[src/rtl/uart_frame_pkg.sv]
// rtl/uart_frame_pkg.sv - shared types and constants for the UART TX frame builder
package uart_frame_pkg;

  typedef logic [7:0] frame_byte_t;

  localparam frame_byte_t HDR_BYTE_DEFAULT = 8'hA5;

  typedef enum logic [2:0] {
    IDLE,
    HEADER,
    FETCH,
    WAIT_DATA,
    PAYLOAD,
    LENGTH,
    CHK
  } frame_state_t;

endpackage

[src/rtl/uart_tx_frame_builder_if.sv]
// rtl/uart_tx_frame_builder_if.sv - FIFO read side and UART TX byte stream of the frame builder
interface uart_tx_frame_builder_if #(
  parameter int WIDTH = 8
);

  logic [WIDTH-1:0] fifo_data_in;
  logic             fifo_empty;
  logic             fifo_reach_limit;
  logic             fifo_rd_ins;
  logic [WIDTH-1:0] tx_data;
  logic             tx_valid;
  logic             tx_ready;

  modport master (
    input  fifo_data_in,
    input  fifo_empty,
    input  fifo_reach_limit,
    output fifo_rd_ins,
    output tx_data,
    output tx_valid,
    input  tx_ready
  );

  modport slave (
    output fifo_data_in,
    output fifo_empty,
    output fifo_reach_limit,
    input  fifo_rd_ins,
    input  tx_data,
    input  tx_valid,
    output tx_ready
  );

endinterface

[src/rtl/uart_tx_frame_builder_idle_timer.sv]
// rtl/uart_tx_frame_builder_idle_timer.sv - saturating count of cycles data has waited unframed
module frame_idle_timer #(
  parameter int IDLE_TIMEOUT = 2000
) (
  input  logic clk,
  input  logic rst_n,
  input  logic i_clear,
  output logic o_expired
);

  localparam int TW = (IDLE_TIMEOUT > 1) ? $clog2(IDLE_TIMEOUT) : 1;
  localparam logic [TW-1:0] LAST = TW'(IDLE_TIMEOUT - 1);

  logic [TW-1:0] r_cnt;

  always_ff @(posedge clk or negedge rst_n) begin
    if (!rst_n) begin
      r_cnt <= '0;
    end else if (i_clear) begin
      r_cnt <= '0;
    end else if (r_cnt != LAST) begin
      r_cnt <= r_cnt + TW'(1);
    end
  end

  assign o_expired = (r_cnt == LAST);

endmodule

[src/rtl/uart_tx_frame_builder.sv]
// rtl/uart_tx_frame_builder.sv - drains the TX FIFO into header/payload/length/XOR-checksum frames
module uart_tx_frame_builder
  import uart_frame_pkg::*;
#(
  parameter int          WIDTH        = 8,
  parameter int          MAX_PAYLOAD  = 58,
  parameter int          IDLE_TIMEOUT = 2000,
  parameter int          RD_LATENCY   = 1,
  parameter frame_byte_t HDR_BYTE     = HDR_BYTE_DEFAULT
) (
  input  logic                    clk,
  input  logic                    rst_n,
  input  logic                    enable,
  uart_tx_frame_builder_if.master bus,
  output logic                    busy,
  output logic                    frame_done
);

  localparam int CW = $clog2(MAX_PAYLOAD + 1);
  localparam int LW = (RD_LATENCY > 1) ? $clog2(RD_LATENCY) : 1;

  frame_state_t     r_state;
  frame_state_t     w_next;
  logic [CW-1:0]    r_count;
  frame_byte_t      r_chk;
  logic [WIDTH-1:0] r_byte;
  logic [LW-1:0]    r_lat;

  logic        w_expired;
  logic        w_timer_clear;
  logic        w_start;
  logic        w_hs;
  logic        w_lat_done;
  logic        w_payload_full;
  logic        w_rd_ins;
  logic        w_tx_valid;
  frame_byte_t w_tx_data;

  assign busy          = (r_state != IDLE);
  assign w_timer_clear = bus.fifo_empty || busy;

  frame_idle_timer #(
    .IDLE_TIMEOUT (IDLE_TIMEOUT)
  ) u_idle_timer (
    .clk       (clk),
    .rst_n     (rst_n),
    .i_clear   (w_timer_clear),
    .o_expired (w_expired)
  );

  assign w_start        = enable && !bus.fifo_empty && (bus.fifo_reach_limit || w_expired);
  assign w_hs           = w_tx_valid && bus.tx_ready;
  assign w_lat_done     = (r_lat == LW'(RD_LATENCY - 1));
  assign w_payload_full = (r_count == CW'(MAX_PAYLOAD));

  always_ff @(posedge clk or negedge rst_n) begin
    if (!rst_n) begin
      r_state <= IDLE;
    end else begin
      r_state <= w_next;
    end
  end

  // tx_valid/tx_data decode from state only; tx_ready just gates the transition
  always_comb begin
    w_next     = r_state;
    w_rd_ins   = 1'b0;
    w_tx_valid = 1'b0;
    w_tx_data  = '0;
    frame_done = 1'b0;
    case (r_state)
      IDLE: begin
        if (w_start) w_next = HEADER;
      end
      HEADER: begin
        w_tx_valid = 1'b1;
        w_tx_data  = HDR_BYTE;
        if (w_hs) w_next = FETCH;
      end
      FETCH: begin
        if (bus.fifo_empty || w_payload_full) begin
          w_next = LENGTH;
        end else begin
          w_rd_ins = 1'b1;
          w_next   = WAIT_DATA;
        end
      end
      WAIT_DATA: begin
        if (w_lat_done) w_next = PAYLOAD;
      end
      PAYLOAD: begin
        w_tx_valid = 1'b1;
        w_tx_data  = r_byte;
        if (w_hs) w_next = FETCH;
      end
      LENGTH: begin
        w_tx_valid = 1'b1;
        w_tx_data  = frame_byte_t'(r_count);
        if (w_hs) w_next = CHK;
      end
      CHK: begin
        w_tx_valid = 1'b1;
        w_tx_data  = r_chk;
        if (w_hs) begin
          frame_done = 1'b1;
          w_next     = IDLE;
        end
      end
      default: w_next = IDLE;
    endcase
  end

  always_ff @(posedge clk or negedge rst_n) begin
    if (!rst_n) begin
      r_count <= '0;
      r_chk   <= '0;
      r_byte  <= '0;
      r_lat   <= '0;
    end else begin
      case (r_state)
        IDLE: begin
          if (w_start) begin
            r_count <= '0;
            r_chk   <= '0;
          end
        end
        HEADER: begin
          if (w_hs) r_chk <= r_chk ^ HDR_BYTE;
        end
        FETCH: begin
          r_lat <= '0;
        end
        WAIT_DATA: begin
          if (w_lat_done) r_byte <= bus.fifo_data_in;
          else            r_lat  <= r_lat + LW'(1);
        end
        PAYLOAD: begin
          if (w_hs) begin
            r_chk   <= r_chk ^ r_byte;
            r_count <= r_count + CW'(1);
          end
        end
        LENGTH: begin
          if (w_hs) r_chk <= r_chk ^ frame_byte_t'(r_count);
        end
        default: ;
      endcase
    end
  end

  assign bus.fifo_rd_ins = w_rd_ins;
  assign bus.tx_valid    = w_tx_valid;
  assign bus.tx_data     = w_tx_data;

endmodule

[src/flat_wrapper.sv]
// flat-port wrapper written by rule: the top's interface ports become plain ports
module uart_tx_frame_builder_flat import uart_frame_pkg::*;
#(
  parameter int          WIDTH        = 8,
  parameter int          MAX_PAYLOAD  = 58,
  parameter int          IDLE_TIMEOUT = 2000,
  parameter int          RD_LATENCY   = 1,
  parameter frame_byte_t HDR_BYTE     = HDR_BYTE_DEFAULT
)
  (clk, rst_n, enable, busy, frame_done, bus_fifo_data_in, bus_fifo_empty, bus_fifo_reach_limit, bus_fifo_rd_ins, bus_tx_data, bus_tx_valid, bus_tx_ready);
  uart_tx_frame_builder_if #(.WIDTH(WIDTH)) bus_i ();
  input  logic clk;
  input  logic rst_n;
  input  logic enable;
  output logic busy;
  output logic frame_done;
  input wire logic [$bits(bus_i.fifo_data_in)-1:0] bus_fifo_data_in;
  input wire logic [$bits(bus_i.fifo_empty)-1:0] bus_fifo_empty;
  input wire logic [$bits(bus_i.fifo_reach_limit)-1:0] bus_fifo_reach_limit;
  output wire logic [$bits(bus_i.fifo_rd_ins)-1:0] bus_fifo_rd_ins;
  output wire logic [$bits(bus_i.tx_data)-1:0] bus_tx_data;
  output wire logic [$bits(bus_i.tx_valid)-1:0] bus_tx_valid;
  input wire logic [$bits(bus_i.tx_ready)-1:0] bus_tx_ready;
  assign bus_i.fifo_data_in = bus_fifo_data_in;
  assign bus_i.fifo_empty = bus_fifo_empty;
  assign bus_i.fifo_reach_limit = bus_fifo_reach_limit;
  assign bus_fifo_rd_ins = bus_i.fifo_rd_ins;
  assign bus_tx_data = bus_i.tx_data;
  assign bus_tx_valid = bus_i.tx_valid;
  assign bus_i.tx_ready = bus_tx_ready;
  uart_tx_frame_builder #(.WIDTH(WIDTH), .MAX_PAYLOAD(MAX_PAYLOAD), .IDLE_TIMEOUT(IDLE_TIMEOUT), .RD_LATENCY(RD_LATENCY), .HDR_BYTE(HDR_BYTE)) u_core (.clk(clk), .rst_n(rst_n), .enable(enable), .bus(bus_i), .busy(busy), .frame_done(frame_done));
endmodule
[config.mk]
export PLATFORM = sky130hd
export DESIGN_NAME = uart_tx_frame_builder_flat
export DESIGN_NICKNAME = d
export VERILOG_FILES = /design/src/rtl/uart_frame_pkg.sv /design/src/rtl/uart_tx_frame_builder_if.sv /design/src/rtl/uart_tx_frame_builder_idle_timer.sv /design/src/rtl/uart_tx_frame_builder.sv /design/src/flat_wrapper.sv
export SDC_FILE = /design/constraint.sdc
export NUM_CORES = 1
export LEC_CHECK = 0
export BUFFER_PORTS_ARGS = -buffer_cell sky130_fd_sc_hd__buf_2
export CORE_MARGIN = 10
export CORE_UTILIZATION = 42
export CTS_BUF_LIST = sky130_fd_sc_hd__clkbuf_8
export DETAILED_ROUTE_END_ITERATION = 7
export GPL_ROUTABILITY_DRIVEN = 0
export PLACE_DENSITY = 0.67
export SLEW_MARGIN = 10
export SYNTH_ARGS = -nofsm -noshare
export SYNTH_HDL_FRONTEND = slang
export SYNTH_SLANG_ARGS = --single-unit
[constraint.sdc]
create_clock -name clk -period 2.71 [get_ports clk]
set_input_delay 0.271 -clock clk [delete_from_list [all_inputs] [get_ports clk]]
set_output_delay 0.271 -clock clk [all_outputs]
set_load 0.05 [all_outputs]
==> results of run 1 <==
==> Yosys cell counts, types with 2 or more instances <==
master | count | area share, %
xnor2_1 | 4 | 1.7
a21oi_1 | 17 | 4.1
dfrtp_1 | 36 | 44
nor3_1 | 10 | 2.4
mux2_2 | 9 | 4.9
buf_2 | 2 | 0.48
clkbuf_1 | 4 | 0.73
nand2_1 | 19 | 3.5
a22oi_1 | 3 | 1.1
nor2_1 | 24 | 4.4
a21o_1 | 5 | 1.8
o22ai_1 | 2 | 0.61
xor2_1 | 2 | 0.85
or2_1 | 2 | 0.61
nand2b_1 | 9 | 2.7
a22o_1 | 5 | 2.1
ha_1 | 3 | 1.8
or3_1 | 6 | 1.8
o21ai_0 | 10 | 2.4
nand4_1 | 4 | 1.2
o2bb2ai_1 | 6 | 2.5
a2111oi_0 | 2 | 0.85
inv_1 | 4 | 0.73
nand3_1 | 4 | 0.97
mux2i_1 | 7 | 3.4
and3_1 | 5 | 1.5
==> layout make-up <==
class | count | area, um^2 | share of cell area, %
well taps | 67 | 83.8 | 3.59
clock buffers | 5 | 68.8 | 2.95
flip-flops and latches | 36 | 901 | 38.6
multi-input cells | 172 | 1100 | 47.2
repair buffers | 28 | 148 | 6.32
clock inverters | 2 | 8.76 | 0.375
inverters | 6 | 22.5 | 0.964
==> stage by stage <==
step,power [mW],std cells,setup slack (ps)
floorplan,1.89,222,120
global placement,2.19,309,604
detailed placement,2.19,309,562
CTS,2.56,316,310
global route,2.75,316,45.2
finish,2.54,316,306
==> cell usage in the layout, fill, tap and decap left out, drive strengths merged, types with 6 or more instances in the layout <==
master and n:
mux2 9, buf 28, nor3 10, dfrtp 36
mux2i 7, a21oi 17, o21ai 12, o2bb2ai 6
or3 6, nand2b 9, nand2 19, nor2 25
inv 6
==> flip-flops by register name, indices dropped and copies added, names as in the netlist <==
register,count
u_core.r_state,3
u_core.r_byte,8
u_core.r_count,6
u_core.u_idle_timer.r_cnt,11
u_core.r_chk,8
==> worst max-delay path: cells and delay by family (launching register included) <==
family          cells  cell delay, ps
buf+inv             2             520
compound gates      1             110
flops               1             660
simple gates        2             560
==> layer usage <==
metal / part of all wire, % / routed length (um) / up-vias / global-route usage (%)
met2: 43 / 2010 / 44 / 17.6
met3: 6.3 / 298 / 12 / 4.66
li1: - / - / 858 / -
met5: 0 / 0 / - / 0
met4: 2.6 / 123 / 0 / 5.97
met1: 48 / 2260 / 820 / 15.7
==> worst paths after layout <==
path	end	slack, ps	startpoint
max in group asynchronous	u_core.u_idle_timer.r_cnt[3]	2150	rst_n
worst max register to register	u_core.u_idle_timer.r_cnt[3]	540	u_core.r_state[1]
worst max-delay path	bus_tx_data[0]	310	u_core.r_state[1]
min in group clk	u_core.r_byte[5]	210	bus_fifo_data_in[5]
worst min-delay path	u_core.u_idle_timer.r_cnt[5]	50	rst_n
worst min register to register	u_core.r_byte[3]	510	u_core.r_byte[3]
==> power breakdown <==
group / total, mW / switching (mW) / leakage (nW) / internal [mW]
combinational: 1.30 / 0.840 / 0.542 / 0.457
clock: 0.357 / 0.187 / 0.0452 / 0.171
sequential: 0.889 / 0.182 / 0.464 / 0.706
==> cell families (layout without fill, tap and decap cells) <==
logic type,after synthesis,after routing,synth area share (%)
buffers and inverters,14,41,3.03
flip-flops,36,36,43.6
AND/OR/NAND/NOR,90,90,21.7
XOR/XNOR,6,6,2.54
adder cells (fa/ha/maj),3,3,1.82
multiplexers,16,16,8.29
AO/OA/AOI/OAI,57,57,19.1
==> impl_metrics.env, run 1 <==
export IMPL_die_area_mm2=0.00813
export IMPL_crit_type="flip-flop to output port"
export IMPL_irDropWorstVdd_mv=0.604
export IMPL_drive_above_1_share_pct=19.3
export IMPL_path_clk_slew_ps=70
export IMPL_drtIter0Drc=59
export IMPL_cts_root_buf="clkbuf_8"
export IMPL_crit_chain="inv_1 -> nor3_1 -> nand2_1 -> o21ai_0 -> buf_2"
export IMPL_setup_viol=0
export IMPL_fillCellCount=473
export IMPL_finalCriticalPeriod_ps=2400
export IMPL_synthCells=222
export IMPL_holdWs_ps=51.9
export IMPL_wl_mm=4.70
export IMPL_die_h_um=90.2
export IMPL_final_antenna_net_count=0
export IMPL_hold_path_class="input pin to asynchronous set/reset pin"
export IMPL_worstSkewPairLatency_ps=290
export IMPL_drv_slew=0
export IMPL_cts_inserted_buffers=5
export IMPL_ys_seq_area_share_pct=43.6
export IMPL_wl_per_cell_um=14.9
export IMPL_path_max_fanout=17
export IMPL_grt_pass1_wl_mm=8.29
export IMPL_fin_nets=266
export IMPL_avgViaCountPerCell=5.49
export IMPL_crit_arrival_ps=2130
export IMPL_vias=1734
export IMPL_slowest_delay_ps=660
export IMPL_cts_max_level=2
export IMPL_rsz0062_at_grt="no"
export IMPL_tightest_slew_ps=781
export IMPL_p_per_area_mw_per_mm2=1090
export IMPL_grt_usage_pct=12.3
export IMPL_cp_slowest_cell="dfrtp_1"
export IMPL_syn_avg_cell_area_um2=9.31
export IMPL_fin_setup_tns_ps=0
export IMPL_postSynthNetCount=239
export IMPL_leakagePower_nw=1.05
export IMPL_yosys_warnings=0
export IMPL_finClkSkew_ps=8.13
export IMPL_post_cts_buffers=0
export IMPL_cts_sinks=36
export IMPL_post_cts_resized=0
export IMPL_grt_overflow=0
export IMPL_diodes=0
export IMPL_syn_area_mm2=0.00207
export IMPL_crit_path_start_kind="flip-flop"
export IMPL_drc_errors=0
export IMPL_worstRegToRegCells=6
export IMPL_fin_util_pct=49.1
export IMPL_cp_end_kind="output port"
export IMPL_port_buffers=25
export IMPL_async_reset_ff_share_pct=100
export IMPL_fmax_ghz=0.416
export IMPL_ys_seq_elements=36
export IMPL_period_share_pct=88.7
export IMPL_synth_ff_type="dfrtp_1"
export IMPL_cap_violations=0
export IMPL_cts_hold_buf=0
export IMPL_dpl_hpwl_mm=3.41
export IMPL_syn_to_final_growth_pct=13.0
export IMPL_die_w_um=90.2
export IMPL_row_count=25
export IMPL_antenna_found_initial=0
export IMPL_placed_cell_area_mm2=0.00226
export IMPL_required_ps=2440
export IMPL_clk_path_buf_depth=2
export IMPL_relSlewSlack_pct=47.9
export IMPL_dr_pass1_iters=4
export IMPL_grt_max_degree=37
export IMPL_cts_tree="done"
export IMPL_yosysUniqueCellTypes=44
export IMPL_synth_edff_count=0
export IMPL_hold_violations=0
export IMPL_io_pins=26
export IMPL_start_util_pct=43.5
export IMPL_design_area_mm2=0.00234
export IMPL_coreArea_mm2=0.00475
export IMPL_status="completed"
export IMPL_grt_pass1_vias=1703
Power figures use the tool's default switching activity.
==> run 2, diff against run 1 <==
--- a/config.mk
+++ b/config.mk
@@ -6,6 +6,7 @@
 export NUM_CORES = 1
 export LEC_CHECK = 0
 export BUFFER_PORTS_ARGS = -buffer_cell sky130_fd_sc_hd__buf_2
+export CORE_ASPECT_RATIO = 0.5
 export CORE_MARGIN = 10
 export CORE_UTILIZATION = 42
 export CTS_BUF_LIST = sky130_fd_sc_hd__clkbuf_8
==> run 2 against run 1 <==
Effect of this change: sequential share of layout area decreased by 0.18 points; worst hold slack improved by 31 ps; maximum frequency increased by 1.5%.
==> impl_metrics.env, run 2 (synthesis results as in run 1) <==
export IMPL_grt_pass1_wl_mm=8.06
export IMPL_met1_length_mm=2.17
export IMPL_cts_tree="done"
export IMPL_dr_pass1_iters=4
export IMPL_die_w_um=119
export IMPL_irDropWorstVdd_mv=0.492
export IMPL_io_pins=26
export IMPL_met2_length_mm=2.11
export IMPL_r2r_start="u_core.r_state[1]"
export IMPL_antenna_found_initial=0
export IMPL_fmax_ghz=0.422
export IMPL_start_util_pct=45.2
export IMPL_rsz0062_at_grt="no"
export IMPL_cts_root_buf="clkbuf_8"
export IMPL_fin_util_pct=51.3
export IMPL_r2r_slack_ps=540
export IMPL_fillCellCount=439
export IMPL_period_share_pct=87.4
export IMPL_drive_above_1_share_pct=19.2
export IMPL_drtIter0Drc=107
export IMPL_required_ps=2440
export IMPL_avgViaCountPerCell=5.40
export IMPL_row_count=17
export IMPL_wl_per_cell_um=14.4
export IMPL_drc_errors=0
export IMPL_status="completed"
export IMPL_post_cts_buffers=0
export IMPL_timing_rr_end="u_core.u_idle_timer.r_cnt[3]"
export IMPL_final_cell_mix="dfrtp_1, buf_2, nor2_1"
export IMPL_final_antenna_net_count=0
export IMPL_hold_violations=0
export IMPL_crit_type="flip-flop to output port"
export IMPL_crit_arrival_ps=2100
export IMPL_die_area_mm2=0.00830
export IMPL_wl_mm=4.56
export IMPL_coreArea_mm2=0.00457
export IMPL_p_per_area_mw_per_mm2=1090
export IMPL_finClkSkew_ps=5.96
export IMPL_grt_overflow=0
export IMPL_drv_slew=0
export IMPL_regArea_um2=901
export IMPL_cts_max_level=2
export IMPL_leakagePower_nw=1.06
export IMPL_cts_sinks=36
export IMPL_dpl_hpwl_mm=3.44
export IMPL_grt_max_degree=37
export IMPL_multi_input_area_mm2=0.00110
export IMPL_reg_top3="u_core.u_idle_timer.r_cnt (11), u_core.r_byte (8), u_core.r_chk (8)"
export IMPL_tightest_slew_ps=820
export IMPL_fin_nets=266
export IMPL_port_buffers=25
export IMPL_cp_end_kind="output port"
export IMPL_highest_layer="met4"
export IMPL_final_common_cell="dfrtp_1"
export IMPL_finalCriticalPeriod_ps=2370
export IMPL_route_met3_wl_um=247
export IMPL_largest_reg_flops=11
export IMPL_grt_pass1_vias=1687
export IMPL_hold_path_class="input pin to asynchronous set/reset pin"
export IMPL_cts_hold_buf=0
export IMPL_fin_setup_tns_ps=0
export IMPL_syn_to_final_growth_pct=13.6
export IMPL_clk_path_buf_depth=2
export IMPL_worstSkewPairLatency_ps=280
export IMPL_cts_inserted_buffers=5
export IMPL_cap_violations=0
export IMPL_vias=1707
export IMPL_path_clk_slew_ps=70
export IMPL_top_register="u_core.u_idle_timer.r_cnt"
export IMPL_worstRegToRegCells=6
export IMPL_grt_usage_pct=11.4
export IMPL_post_cts_resized=0
export IMPL_relSlewSlack_pct=45.3
export IMPL_path_max_fanout=17
export IMPL_crit_path_start_kind="flip-flop"
export IMPL_diodes=0
export IMPL_die_h_um=69.6
export IMPL_setup_viol=0
==> run 2: critical path, cell delays in order, from the launching register on <==
cell and delay, ps:
dfrtp_1 650, inv_1 200, nor3_1 460, nand2_1 110, o21ai_0 100, buf_2 300
==> run 2: routing by layer <==
layer  vias up  GRT usage [%]
met5         -              0
met4         0           3.86
met3         2           3.24
met2        35           17.8
met1       808           14.8
li1        862              -
==> run 2: stage by stage <==
| stage | setup slack (ps) | instance area (um^2) | instances | hold WS [ps] | power (mW) |
|---|---|---|---|---|---|
| CTS | 332 | 2350 | 316 | 103 | 2.57 |
| floorplan | 120 | 2070 | 222 | -24.6 | 1.89 |
| finish | 341 | 2350 | 316 | 82.9 | 2.56 |
| global route | 78.1 | 2350 | 316 | 142 | 2.77 |
| detailed placement | 563 | 2260 | 308 | 408 | 2.19 |
| global placement | 611 | 2260 | 308 | 415 | 2.17 |
==> run 2: worst max-delay path by stage <==
stage | start | to | depth (start not counted)
floorplan | u_core.r_state[0] | bus_fifo_rd_ins | 3
global placement | u_core.r_state[1] | u_core.u_idle_timer.r_cnt[3] | 6
detailed placement | u_core.r_state[1] | u_core.u_idle_timer.r_cnt[3] | 6
CTS | u_core.r_state[1] | bus_tx_data[5] | 5
global route | u_core.r_state[1] | bus_tx_data[2] | 5
finish | u_core.r_state[1] | bus_tx_data[5] | 5
==> run 2: cell type report <==
class	count	area share [%]
Clock buffer	6	3.52
Sequential cell	36	38.4
Tap cell	66	3.52
Multi-Input combinational cell	172	47.0
Clock inverter	2	0.320
Timing Repair Buffer	28	6.29
Inverter	6	0.959
==> run 2: power by group <==
part,leakage [nW],internal (mW),total [mW],switching [mW]
clock network,0.0538,0.200,0.383,0.184
registers,0.464,0.706,0.888,0.182
logic,0.542,0.457,1.28,0.828
total,1.06,1.36,2.56,1.19
==> run 3, diff against run 2 <==
--- a/config.mk
+++ b/config.mk
@@ -6,7 +6,7 @@
 export NUM_CORES = 1
 export LEC_CHECK = 0
 export BUFFER_PORTS_ARGS = -buffer_cell sky130_fd_sc_hd__buf_2
-export CORE_ASPECT_RATIO = 0.5
+export CORE_ASPECT_RATIO = 1.2
 export CORE_MARGIN = 10
 export CORE_UTILIZATION = 42
 export CTS_BUF_LIST = sky130_fd_sc_hd__clkbuf_8
==> run 3 against run 2 <==
Effect of this change: clock skew is 6.5 ps higher; maximum frequency rose by 11%; cell area down 0.96%; clock-buffer cell count down 1; largest power group unchanged.
==> impl_metrics.env, run 3 (synthesis results as in run 1) <==
export IMPL_status="completed"
export IMPL_cts_inserted_buffers=5
export IMPL_multi_input_area_mm2=0.00110
export IMPL_power_mw=2.53
export IMPL_grt_pass1_wl_mm=8.02
export IMPL_finalCriticalPeriod_ps=2130
export IMPL_hold_path_class="input pin to asynchronous set/reset pin"
export IMPL_final_cell_mix="dfrtp_1, buf_2, nor2_1"
export IMPL_placed_cell_area_mm2=0.00225
export IMPL_clk_path_buf_depth=2
export IMPL_met3_usage_pct=4.27
export IMPL_required_ps=2440
export IMPL_fin_setup_tns_ps=0
export IMPL_cap_violations=0
export IMPL_period_share_pct=78.6
export IMPL_cp_slowest_cell="dfrtp_1"
export IMPL_row_count=27
export IMPL_cts_max_level=2
export IMPL_top_register="u_core.u_idle_timer.r_cnt"
export IMPL_drv_slew=0
export IMPL_cts_hold_buf=0
export IMPL_top_usage_layer="met2"
export IMPL_r2r_start="u_core.r_state[1]"
export IMPL_tightest_slew_ps=800
export IMPL_antenna_found_initial=0
export IMPL_cts_sinks=36
export IMPL_grt_usage_pct=11.7
export IMPL_worstSkewPairLatency_ps=290
export IMPL_drc_errors=0
export IMPL_leakagePower_nw=1.05
export IMPL_post_cts_buffers=0
export IMPL_syn_to_final_growth_pct=12.5
export IMPL_drtIter0Drc=105
export IMPL_grt_max_degree=37
export IMPL_cts_tree="done"
export IMPL_largest_reg_flops=11
export IMPL_wl_per_cell_um=15.2
export IMPL_path_max_fanout=21
export IMPL_drive_above_1_share_pct=19.3
export IMPL_die_w_um=84.0
export IMPL_die_area_mm2=0.00814
export IMPL_met1_usage_pct=13.4
export IMPL_p_per_area_mw_per_mm2=1090
export IMPL_crit_chain="buf_4 -> nor2b_1 -> a22oi_1 -> o21ai_0 -> buf_2"
export IMPL_post_cts_resized=0
export IMPL_fin_nets=266
export IMPL_vias=1716
export IMPL_io_pins=26
export IMPL_rsz0062_at_grt="no"
export IMPL_cp_end_kind="output port"
export IMPL_final_common_cell="dfrtp_1"
export IMPL_coreArea_mm2=0.00466
export IMPL_final_antenna_net_count=0
export IMPL_dp_cells=300
export IMPL_path_clk_slew_ps=70
export IMPL_path_buf_inv=2
export IMPL_start_util_pct=44.3
export IMPL_dr_pass1_iters=4
export IMPL_grt_overflow=0
export IMPL_crit_path_start_kind="flip-flop"
export IMPL_worstRegToRegCells=6
export IMPL_grt_pass1_vias=1674
export IMPL_relSlewSlack_pct=46.6
export IMPL_avgViaCountPerCell=5.59
export IMPL_design_area_mm2=0.00232
export IMPL_dpl_hpwl_mm=3.49
export IMPL_die_h_um=96.9
export IMPL_cp_startpoint="u_core.r_state[2]"
export IMPL_finClkSkew_ps=12.5
export IMPL_grt_use_met2_pct=19.0
export IMPL_crit_arrival_ps=1860
export IMPL_fillCellCount=445
export IMPL_irDropWorstVdd_mv=0.558
export IMPL_reg_top3="u_core.u_idle_timer.r_cnt (11), u_core.r_byte (8), u_core.r_chk (8)"
export IMPL_layout_cells_non_filler=307
export IMPL_wl_mm=4.67
export IMPL_hold_violations=0
export IMPL_setup_viol=0
export IMPL_timing_critical_path_max_delay_family="buffers and inverters"
export IMPL_cts_root_buf="clkbuf_8"
export IMPL_fmax_ghz=0.470
export IMPL_slowest_delay_ps=350
export IMPL_regArea_um2=901
export IMPL_path_depth=5
export IMPL_fin_util_pct=49.9
export IMPL_diodes=0
export IMPL_crit_type="flip-flop to output port"
export IMPL_port_buffers=25
[run 3: where the power goes]
group          total, mW  internal, mW  switching [mW]
registers          0.867         0.707           0.160
clock network      0.353         0.171           0.182
logic               1.31         0.457           0.850
total               2.53          1.33            1.19
[run 3: path summary, 6_finish.rpt]
| path | slack [ps] | end |
|---|---|---|
| min in group clk | 200 | u_core.r_byte[4] |
| setup reg to reg | 670 | u_core.u_idle_timer.r_cnt[3] |
| max in group asynchronous | 2130 | u_core.r_byte[2] |
| hold / removal | 70 | u_core.u_idle_timer.r_cnt[7] |
| setup / recovery | 580 | bus_tx_data[0] |
| hold reg to reg | 510 | u_core.r_byte[1] |
[run 3: worst register-to-register path, stage by stage, from the launching register on]
cell     delay (ps)
dfrtp_1         460
or2_1           360
nor2_4          140
inv_2            70
or2_1           340
or4_1           500
nand2_1          90
[run 3: metrics by stage]
| stage | hold WS [ps] | setup WS [ps] |
|---|---|---|
| after floorplan | -24.6 | 120 |
| after global placement | 404 | 755 |
| after detailed placement | 417 | 707 |
| after CTS | 95.0 | 575 |
| after global routing | 127 | 424 |
| final | 65.7 | 580 |
[run 3: cell type report]
type / instances / area share (%)
multi-input cells: 172 / 47.5
flip-flops and latches: 36 / 38.8
repair buffers: 28 / 6.35
well taps: 58 / 3.12
clock buffers: 5 / 2.96
inverters: 6 / 0.969
clock inverters: 2 / 0.377
[run 3: per-layer routing]
metal | wire, um | up-vias
li1 | - | 859
met1 | 2070 | 809
met2 | 2260 | 40
met3 | 254 | 8
met4 | 81 | 0
met5 | 0 | -
